**config.mk**
```make
export PLATFORM = sky130hd
export DESIGN_NAME = imm_decode_pipe
export DESIGN_NICKNAME = d
export VERILOG_FILES = /design/src/rtl/imm_decode_pipe.sv
export SDC_FILE = /design/constraint.sdc
export NUM_CORES = 1
export LEC_CHECK = 0
export ABC_AREA = 1
export CAP_MARGIN = 30
export CORE_MARGIN = 5
export CORE_UTILIZATION = 52
export DETAILED_ROUTE_END_ITERATION = 10
export MAX_ROUTING_LAYER = met4
export PLACE_DENSITY = 0.83
export SLEW_MARGIN = 25
export SYNTH_ARGS = -nofsm -noshare
export SYNTH_HDL_FRONTEND = slang
export SYNTH_SLANG_ARGS = --single-unit
export TNS_END_PERCENT = 1
```
**constraint.sdc**
```tcl
create_clock -name clk -period 1.7 [get_ports clk]
set_input_delay 0.34 -clock clk [delete_from_list [all_inputs] [get_ports clk]]
set_output_delay 0.34 -clock clk [all_outputs]
set_load 0.01 [all_outputs]
```
**src/rtl/imm_decode_pipe.sv**
```systemverilog
// imm_decode_pipe: RISC-V immediate decoder behind a 2-entry skid buffer.
// One-cycle latency, strict in-order delivery, in_ready straight from a flop.
// Optional feature: define IMM_CSR_ZIMM_EN to decode CSR-immediate (zimm)
// for opcode 1110011 with inst[14]=1 as fmt 6. When the macro is undefined,
// that opcode decodes as fmt 0 with imm 0.
module imm_decode_pipe #(
  parameter int XLEN = 64
) (
  input  logic            clk,
  input  logic            rstn,
  input  logic            flush,
  input  logic            in_valid,
  output logic            in_ready,
  input  logic [31:0]     inst,
  output logic            out_valid,
  input  logic            out_ready,
  output logic [XLEN-1:0] imm,
  output logic [2:0]      fmt,
  output logic [31:0]     inst_q
);

  localparam logic [2:0] FMT_NONE = 3'd0;
  localparam logic [2:0] FMT_I    = 3'd1;
  localparam logic [2:0] FMT_S    = 3'd2;
  localparam logic [2:0] FMT_B    = 3'd3;
  localparam logic [2:0] FMT_U    = 3'd4;
  localparam logic [2:0] FMT_J    = 3'd5;
`ifdef IMM_CSR_ZIMM_EN
  localparam logic [2:0] FMT_Z    = 3'd6;
`endif

  typedef struct packed {
    logic [2:0]      fmt;
    logic [XLEN-1:0] imm;
    logic [31:0]     inst;
  } entry_t;

  // Immediates are built at 64 bits and truncated; for XLEN=32 this leaves
  // the U-type value raw and every other format sign-extended to 32 bits.
  function automatic entry_t decode(input logic [31:0] w);
    entry_t      e;
    logic [63:0] x;
    logic [2:0]  f;
    x = '0;
    f = FMT_NONE;
    case (w[6:0])
      7'b0000011, 7'b0010011, 7'b0011011, 7'b1100111: begin
        f = FMT_I;
        x = {{52{w[31]}}, w[31:20]};
      end
      7'b0100011: begin
        f = FMT_S;
        x = {{52{w[31]}}, w[31:25], w[11:7]};
      end
      7'b1100011: begin
        f = FMT_B;
        x = {{51{w[31]}}, w[31], w[7], w[30:25], w[11:8], 1'b0};
      end
      7'b0110111, 7'b0010111: begin
        f = FMT_U;
        x = {{32{w[31]}}, w[31:12], 12'h000};
      end
      7'b1101111: begin
        f = FMT_J;
        x = {{43{w[31]}}, w[31], w[19:12], w[20], w[30:21], 1'b0};
      end
`ifdef IMM_CSR_ZIMM_EN
      7'b1110011: begin
        if (w[14]) begin
          f = FMT_Z;
          x = {59'd0, w[19:15]};
        end
      end
`endif
      default: begin
        f = FMT_NONE;
        x = '0;
      end
    endcase
    e.fmt  = f;
    e.imm  = x[XLEN-1:0];
    e.inst = w;
    return e;
  endfunction

  entry_t out_q, out_d;
  entry_t skid_q, skid_d;
  logic   out_valid_q, out_valid_d;
  logic   skid_valid_q, skid_valid_d;
  logic   in_ready_q, in_ready_d;

  logic   accept;
  logic   consume;
  entry_t dec;

  assign accept  = in_valid && in_ready_q;
  assign consume = out_valid_q && out_ready;
  assign dec     = decode(inst);

  // Next-state of the output/skid pair; flush overrides every handshake.
  always_comb begin
    out_d        = out_q;
    skid_d       = skid_q;
    out_valid_d  = out_valid_q;
    skid_valid_d = skid_valid_q;
    if (flush) begin
      out_valid_d  = 1'b0;
      skid_valid_d = 1'b0;
    end else if (!out_valid_q || consume) begin
      // Output slot frees up: refill from skid first to keep order.
      if (skid_valid_q) begin
        out_d        = skid_q;
        out_valid_d  = 1'b1;
        skid_valid_d = 1'b0;
      end else if (accept) begin
        out_d       = dec;
        out_valid_d = 1'b1;
      end else begin
        out_valid_d = 1'b0;
      end
    end else if (accept) begin
      // Output stalled: park the new result in the skid slot.
      skid_d       = dec;
      skid_valid_d = 1'b1;
    end
    in_ready_d = !skid_valid_d;
  end

  // State registers; reset empties both slots and zeroes the visible outputs.
  always_ff @(posedge clk or negedge rstn) begin
    if (!rstn) begin
      out_q        <= '0;
      skid_q       <= '0;
      out_valid_q  <= 1'b0;
      skid_valid_q <= 1'b0;
      in_ready_q   <= 1'b1;
    end else begin
      out_q        <= out_d;
      skid_q       <= skid_d;
      out_valid_q  <= out_valid_d;
      skid_valid_q <= skid_valid_d;
      in_ready_q   <= in_ready_d;
    end
  end

  assign in_ready  = in_ready_q;
  assign out_valid = out_valid_q;
  assign imm       = out_q.imm;
  assign fmt       = out_q.fmt;
  assign inst_q    = out_q.inst;

endmodule

```
-- Word level (Yosys, flattened, before mapping)
Cells that the tools add are included.
- reductions and logical operators: 11
- div/mod/pow operators: 0
- $lt $le $gt $ge: 0
- multipliers: 0
- muxes and demuxes: 11
- shift operators: 0
- add/subtract/negate cells: 0
- bitwise gates (word level): 2
- equal/unequal tests: 9
- operator list (kind ; number):
    one-hot mux 64 bit (5 select lines) ; 1
    2-to-1 mux 99 bit ; 2
    equality test 7 x 5 -> 1 bit, second input constant ; 3
    equality test 7 bit, second input constant ; 3
    one-hot mux 3 bit (5 select lines) ; 1
    equality test 7 x 6 -> 1 bit, second input constant ; 2
    equality test 7 x 2 -> 1 bit, second input constant ; 1
    2-to-1 mux 1 bit ; 7
    AND reduction 3 bit ; 2
    nonzero test 2 bit ; 2
    OR reduction 4 bit ; 1
    logical AND 1 bit ; 2
    zero test 1 bit ; 2
    NOT 1 bit ; 2
    OR reduction 2 bit ; 1
    logical OR 1 bit ; 1
- input port bits: 37
- latch bits: 0
- logic and storage cells: 42
- memories kept: 0
- output and inout bits: 101
- register bits: 201
- ROM bits: 0
- bits in writable memories: 0

-- Depth between registers and ports, before layout
Gate-level depths: netlist (run 1).
- depth in word-level cells: 5
- depth in mapped cells: 10

-- Least setup slack after synthesis (run 1)
No wires, ideal clock.
- path type: flip-flop to flip-flop
- start point: register in_ready_q, in the netlist in_ready
- end point: register out_q (netlist bit imm[10])
- slack: 0.249 ns
- stages on the path, launching flop included: 8
- buffers on the path: 2
- library setup time: 0.116 ns
- arrival time: 1.335 ns
- path through: dfstp_2 > nand2_1 > nand2_1 > nand3_2 > buf_4 > clkbuf_1 > nand2_1 > nand2_1
- longest elaborated chain between the ends: 3
- RTL lines (element ; RTL line ; RTL):
    start, declared ; 90 ; logic in_ready_q, in_ready_d;
    start signal, assigned ; 142 ; in_ready_q <= in_ready_d;
    logical AND 1 bit ; 96 ; assign accept = in_valid && in_ready_q;
    nonzero test 2 bit (no line) ; - ;
    AND reduction 3 bit (no line) ; - ;
    end signal, assigned ; 138 ; out_q <= out_d;
    end, declared ; 86 ; entry_t out_q, out_d;
No other way between the ends.
A chain may end at the register's enable or synchronous reset.

-- Worst setup path in the final report (run 1)
- start point: register out_q (netlist bit imm[13])
- end point: output port imm[13]
- RTL lines (element ; RTL line ; RTL):
    end, declared ; 17 ; output logic [XLEN-1:0] imm,
No word-level cell between the ends.

==> results of run 1 <==
==> cell type report <==
cell class | count | area share
antenna | 1 | 0.0002666
clock buffer | 19 | 0.04826
clock inverter | 13 | 0.02320
inverter | 47 | 0.01893
multi-input combinational | 683 | 0.3085
sequential | 137 | 0.3654
tap | 176 | 0.02346
timing repair buffer | 190 | 0.2120
==> where the power goes <==
group,switching (W),internal [W]
clock,0.00145,0.00269
sequential,0.000264,0.00375
combinational,0.000881,0.000810
total,0.00259,0.00725
==> cell usage after synthesis <==
cell type / instances
a31oi_1: 6
nand3b_1: 1
buf_6: 3
nor3_1: 1
a21oi_1: 3
o21ai_1: 30
inv_1: 39
nor2_1: 113
nand2_2: 3
dfstp_2: 1
dfrtp_1: 136
inv_2: 8
buf_2: 27
nand3_2: 3
nand3_1: 92
buf_1: 4
nor2_4: 2
o21ai_0: 71
clkbuf_1: 22
nand2_4: 1
nand2_1: 353
nor2_2: 4
buf_4: 36
==> worst reg2reg max path, delay by kind of cell (launching register included) <==
kind                   cells  cell delay [ns]
AOI/OAI and AO/OA          1             0.08
buffers and inverters      2             0.37
DFF                        1             0.52
and+or+nand+nor            4             0.43
==> state kept, by name, indices dropped and copies added, names as in the netlist <==
name and cells:
skid_valid_q 1, in_ready 1, out_valid 1, imm 32, fmt 3, inst_q 32, skid_q 67
==> cells in the final DEF, fill, tap and decap left out, types with 2 or more instances in the layout <==
cell type,netlist,layout
nand2_1,353,353
dfrtp_1,136,136
nor2_1,113,113
nand3_1,92,92
clkdlybuf4s50_1,0,73
o21ai_0,71,71
dlygate4sd2_1,0,41
inv_1,39,39
buf_4,36,35
o21ai_1,30,30
dlymetal6s2s_1,0,22
clkbuf_16,0,17
buf_12,0,17
inv_2,8,7
a31oi_1,6,6
clkinv_4,0,5
bufinv_16,0,5
nor2_2,4,4
nand2_2,3,3
a21oi_1,3,3
nor2_4,2,2
nand3_2,3,2
clkbuf_8,0,2
clkinvlp_4,0,2
==> layer usage <==
metal  share of wire  up-vias  GRT usage  routed length, um
met5               0        -          -                  0
met4           0.022        0    0.08896                406
met3           0.066       38    0.05588               1242
met2            0.49      239     0.3919               9229
met1            0.42     3079     0.3180               7984
li1                -     3223          -                  -
==> worst min-delay path by stage <==
stage / startpoint / endpoint / depth (start not counted)
after floorplan: rstn / fmt[0]$_DFFE_PN0P_ / 0
after global routing: rstn / inst_q[23]$_DFFE_PN0P_ / 2
final: rstn / inst_q[23]$_DFFE_PN0P_ / 2
after CTS: rstn / inst_q[23]$_DFFE_PN0P_ / 2
after detailed placement: rstn / inst_q[23]$_DFFE_PN0P_ / 1
after global placement: rstn / inst_q[23]$_DFFE_PN0P_ / 1
==> timing repair <==
item                                   in CTS  in global routing
resized for setup                          41                 22
pin swaps                                   0                  0
endpoints found under the hold margin      24                  0
hold buffers                                1                  0
setup endpoints to repair                  41                 22
==> cell families after synthesis <==
group,count (synthesis),synth area share
flip-flops,137,0.4878
AND/OR/NAND/NOR,573,0.3314
AO/OA/AOI/OAI,110,0.07937
buffers and inverters,139,0.1014
==> per-stage QoR <==
stage	TNS [ns]	std cells	hold slack (ns)	cell area, sq um
detailed placement	-14.41	1232	0.2353	8698
floorplan	0	959	0.04441	7030
finish	0	1266	0.3566	9385
global route	-0.01034	1266	0.3964	9385
global placement	-12.32	1232	0.2343	8698
CTS	0	1265	0.3572	9328
==> key figures, run 1 <==
Timing
  – Clock Skew: 0.006780 ns
  – Worst-margin pin slew: 0.3425 ns
  – Fmax: 600.5 MHz
  – Final worst-path setup slack: 0.03462 ns
  – Final setup vio count: 0
  – Pins Over Slew Limit: 0
  – Final Hold Fails: 0
  – Min cycle time layout: 1.665 ns
  – Period utilization: 0.9796
  – Max_slew headroom: 0.7709

Clock network
  – CTS Buffer Depth: 2
  – CTS H-Tree Depth: 4
  – Clock sink count: 137
  – CTS root buffer: clkbuf_16
  – CTS buffer count: 17
  – CTS tree: yes
  – Postcts setup bufs: 0
  – Clk slew on worst S/H paths: 0.06 ns
  – Clock latency on the worst-skew pair: 0.43 ns

Critical path
  – Crit path capture: imm[13]
  – WP depth: 1
  – Buf/Inv on CP: 1
  – Crit start category: register
  – Cells on worst reg2reg path: 7
  – CP peak stage delay: 0.54 ns
  – Crit path launch: imm[13]$_DFFE_PN0P_
  – R2r setup slk: 0.17 ns
  – R2r startpoint: in_ready$_DFF_PN1_
  – WS Path Type: reg2out
  – Crit path cell chain: clkdlybuf4s50_1
  – CP Capture Type: output pin
  – Worst path required time: 1.36 ns
  – End of the worst register-to-register path: inst_q[25]$_DFFE_PN0P_
  – Top Family by Delay on Critical Path: buffers and inverters
  – Arrival @ worst endpoint: 1.33 ns
  – Worst Path Max Fanout: 2
  – CP max-delay cell: clkdlybuf4s50_1

Routing
  – Routed wire length: 18860 um
  – # DRC: 0
  – Via Count: 6579
  – DR vias/cell: 5.197
  – Drt initial violations: 533
  – Routed Antenna Nets: 0
  – Drt wl/cell: 14.90 um
  – First drt pass iteration count: 5

GRT
  – First-pass GRT wire length: 31200 um
  – Gr usage total: 0.2487
  – Total grt overflow: 0
  – Largest net degree at the start of global routing: 52
  – Initial antenna violation count: 1
  – Vias in the first global route: 6305

Layout
  – Nets@finish: 1113
  – Area of the multi-input gates: 2895 sq um
  – Syn-to-layout area delta: 33.49%
  – Util after Layout: 0.7087
  – Share of cells above drive strength 1: 0.09826
  – Register Area: 3430 sq um
  – Fillers: 1036

Placement
  – Pre-CTS setup slack: -0.2398 ns
  – Gpl congestion: 0.8639
  – Dpl hpwl: 12760 um
  – PortBufs: 137

Logic synthesis
  – Post-synth top area cell: dfrtp_1
  – Yosys reg bits: 137
  – Post-Syn Area: 7030 sq um
  – Synth top area share: 0.4841
  – Post-Syn Nets: 996
  – Synth area leaders: dfrtp_1 (48%), nand2_1 (19%), nand3_1 (6.5%)
  – Mapped Cells: 959
  – Register area share after synthesis: 0.4878
  – YS warnings: 0
  – Count of cell types in the netlist: 23
  – Syn Area/Cell: 7.331 sq um

Floorplanning
  – Number of I/O pins: 138
  – Die width: 126.3 um
  – Die height: 126.3 um
  – Core area: 13240 sq um
  – Initial Util: 0.5309
  – Die Area: 15950 sq um
  – Std cell rows: 42

Run
  – Max Cap Viol: 0

Outcome
  – Status: finished, final reports clean

Power and ir drop
  – Total power draw: 0.009845 W
  – Power per Cell Area: 1049 nW/um^2
  – Leakage power total: 5.648 nW
  – Worst VDD drop: 0.0008732 V

Hold path
  – Min-delay worst type: in2async
Power figures use the tool's default switching activity.
==> run 2: changes to the inputs <==
- PLACE_DENSITY: 0.83 -> 0.8
==> key figures, run 2 (synthesis results as in run 1) <==
Outcome
  – Status: finished, final reports clean

GRT
  – Initial antenna violation count: 1 (unchanged)
  – Total grt overflow: 0 (unchanged)
  – Vias in the first global route: 6388 (+1.3%)
  – Largest net degree at the start of global routing: 71 (+37%)
  – First-pass GRT wire length: 31400 um (+0.62%)
  – Gr usage total: 0.2485 (-0.0002784)

Power and ir drop
  – Worst VDD drop: 0.0007927 V (-9.2%)
  – Leakage power total: 5.624 nW (-0.41%)
  – Power per Cell Area: 990.9 nW/um^2 (-5.5%)

Timing
  – Period utilization: 0.9786 (-0.001045)
  – Fmax: 601.1 MHz (+0.11%)
  – Clock Skew: 0.009040 ns (+0.002260 ns)
  – Max_slew headroom: 0.7402 (-0.03075)
  – Final setup vio count: 0 (unchanged)
  – Final Hold Fails: 0 (unchanged)
  – Pins Over Slew Limit: 0 (unchanged)
  – Worst-margin pin slew: 0.3897 ns (+0.04719 ns)
  – Min cycle time layout: 1.664 ns (-0.001777 ns)
  – RSZ-0062 raised after global routing: no

Clock network
  – CTS H-Tree Depth: 4 (unchanged)
  – CTS Buffer Depth: 2 (unchanged)
  – CTS buffer count: 17 (unchanged)
  – CTS root buffer: clkbuf_16
  – Postcts setup bufs: 0 (unchanged)
  – Clock sink count: 137 (unchanged)
  – Clk slew on worst S/H paths: 0.06 ns (about the same)
  – Clock latency on the worst-skew pair: 0.42 ns (about the same)
  – CTS tree: yes

Critical path
  – Buf/Inv on CP: 1 (unchanged)
  – CP Capture Type: output pin
  – Top Family by Delay on Critical Path: buffers and inverters
  – CP max-delay cell: clkdlybuf4s50_1
  – Worst Path Max Fanout: 2 (unchanged)
  – Worst path required time: 1.36 ns (about the same)
  – Arrival @ worst endpoint: 1.32 ns (about the same)
  – WS Path Type: reg2out
  – CP peak stage delay: 0.54 ns (about the same)
  – Crit path cell chain: clkdlybuf4s50_1
  – Crit start category: register

Layout
  – Commonest non-fill, non-tap cells in the layout: nand2_1 (352), dfrtp_1 (136), nor2_1 (113)
  – Share of cells above drive strength 1: 0.09743 (-0.0008288)
  – Nets@finish: 1112 (-0.090%)
  – Fillers: 1097 (+5.9%)
  – Top reg by flops: skid_q
  – Util after Layout: 0.7003 (-0.008409)
  – Max reg flops: 67 (unchanged)
  – Final Cell Area: 9274 sq um (-1.2%)
  – Syn-to-layout area delta: 31.91%
  – Commonest non-fill, non-tap cell in the layout: nand2_1

Placement
  – Gpl congestion: 0.8743 (+1.2%)
  – PortBufs: 137 (unchanged)
  – Placed Area: 8678 sq um (-0.23%)
  – Dpl hpwl: 12710 um (-0.38%)

Hold path
  – Min-delay worst type: in2async

Routing
  – Via Count: 6536 (-0.65%)
  – Routed Antenna Nets: 0 (unchanged)
  – # DRC: 0 (unchanged)
  – Drt wl/cell: 14.81 um (-0.63%)
  – Drt initial violations: 630 (+18%)
  – First drt pass iteration count: 6 (+1)
  – Routed wire length: 18730 um (-0.71%)
  – DR vias/cell: 5.167 (-0.58%)

Floorplanning
  – Core area: 13240 sq um (unchanged)
  – Number of I/O pins: 138 (unchanged)
  – Std cell rows: 42 (unchanged)
  – Die width: 126.3 um (unchanged)
  – Die Area: 15950 sq um (unchanged)
  – Die height: 126.3 um (unchanged)
  – Initial Util: 0.5309 (unchanged)

Run
  – Max Cap Viol: 0 (unchanged)
[run 2: changes by cell type in the layout (fill, tap and decap cells not counted), sizes merged]
cell	change
dlygate4sd2	-4
buf	-1
bufinv	-4
clkinvlp	+3
clkdlybuf4s50	+1
dlymetal6s2s	+3
inv	+1
[run 2: what timing repair did]
action / CTS / global route
endpoints found under the setup margin: 37 / 26
gates resized for setup: 37 / 26
hold endpoints to repair: 33 / 0
hold buffers: 1 / 0
[run 2: final timing paths]
path	slack [ns]	start	depth (start not counted)	to
setup / recovery	0.04	inst_q[18]$_DFFE_PN0P_	1	inst_q[18]
hold / removal	0.39	rstn	2	inst_q[26]$_DFFE_PN0P_
setup reg to reg	0.14	in_ready$_DFF_PN1_	7	fmt[1]$_DFFE_PN0P_
hold reg to reg	0.48	fmt[0]$_DFFE_PN0P_	2	fmt[0]$_DFFE_PN0P_
max in group asynchronous	0.71	rstn	3	in_ready$_DFF_PN1_
min in group clk	0.48	fmt[0]$_DFFE_PN0P_	2	fmt[0]$_DFFE_PN0P_
[run 2: routing by layer]
metal,vias up,global-route usage,part of all wire
met2,225,0.3966,0.50
met5,-,-,0
met4,0,0.06625,0.017
li1,3224,-,-
met1,3055,0.3208,0.42
met3,32,0.05927,0.065
[run 2: final cells by class]
type	count	area, sq um	area share
diodes	1	2.502	0.0002698
clock buffers	19	442.9	0.04776
clock inverters	13	121.4	0.01309
inverters	47	177.7	0.01916
multi-input cells	683	2898	0.3125
flip-flops and latches	137	3430	0.3698
well taps	176	220.2	0.02375
repair buffers	189	1982	0.2137
[run 2: power by group]
part | total [W] | switching, W | internal (W)
logic | 0.00169 | 0.000871 | 0.000819
registers | 0.00400 | 0.000253 | 0.00375
clock network | 0.00350 | 0.00144 | 0.00206
[run 2: through the flow]
stage | power [W] | std cells | setup TNS, ns | hold slack, ns | setup slack, ns
after detailed placement | 0.005814 | 1231 | -15.68 | 0.2691 | -0.2389
after global routing | 0.009634 | 1265 | 0 | 0.4100 | 0.0008508
after global placement | 0.005760 | 1231 | -12.28 | 0.2718 | -0.2148
after floorplan | 0.004873 | 959 | 0 | 0.04441 | 0.2490
final | 0.009190 | 1265 | 0 | 0.3912 | 0.03640
after CTS | 0.009283 | 1264 | 0 | 0.3917 | 0.0002639
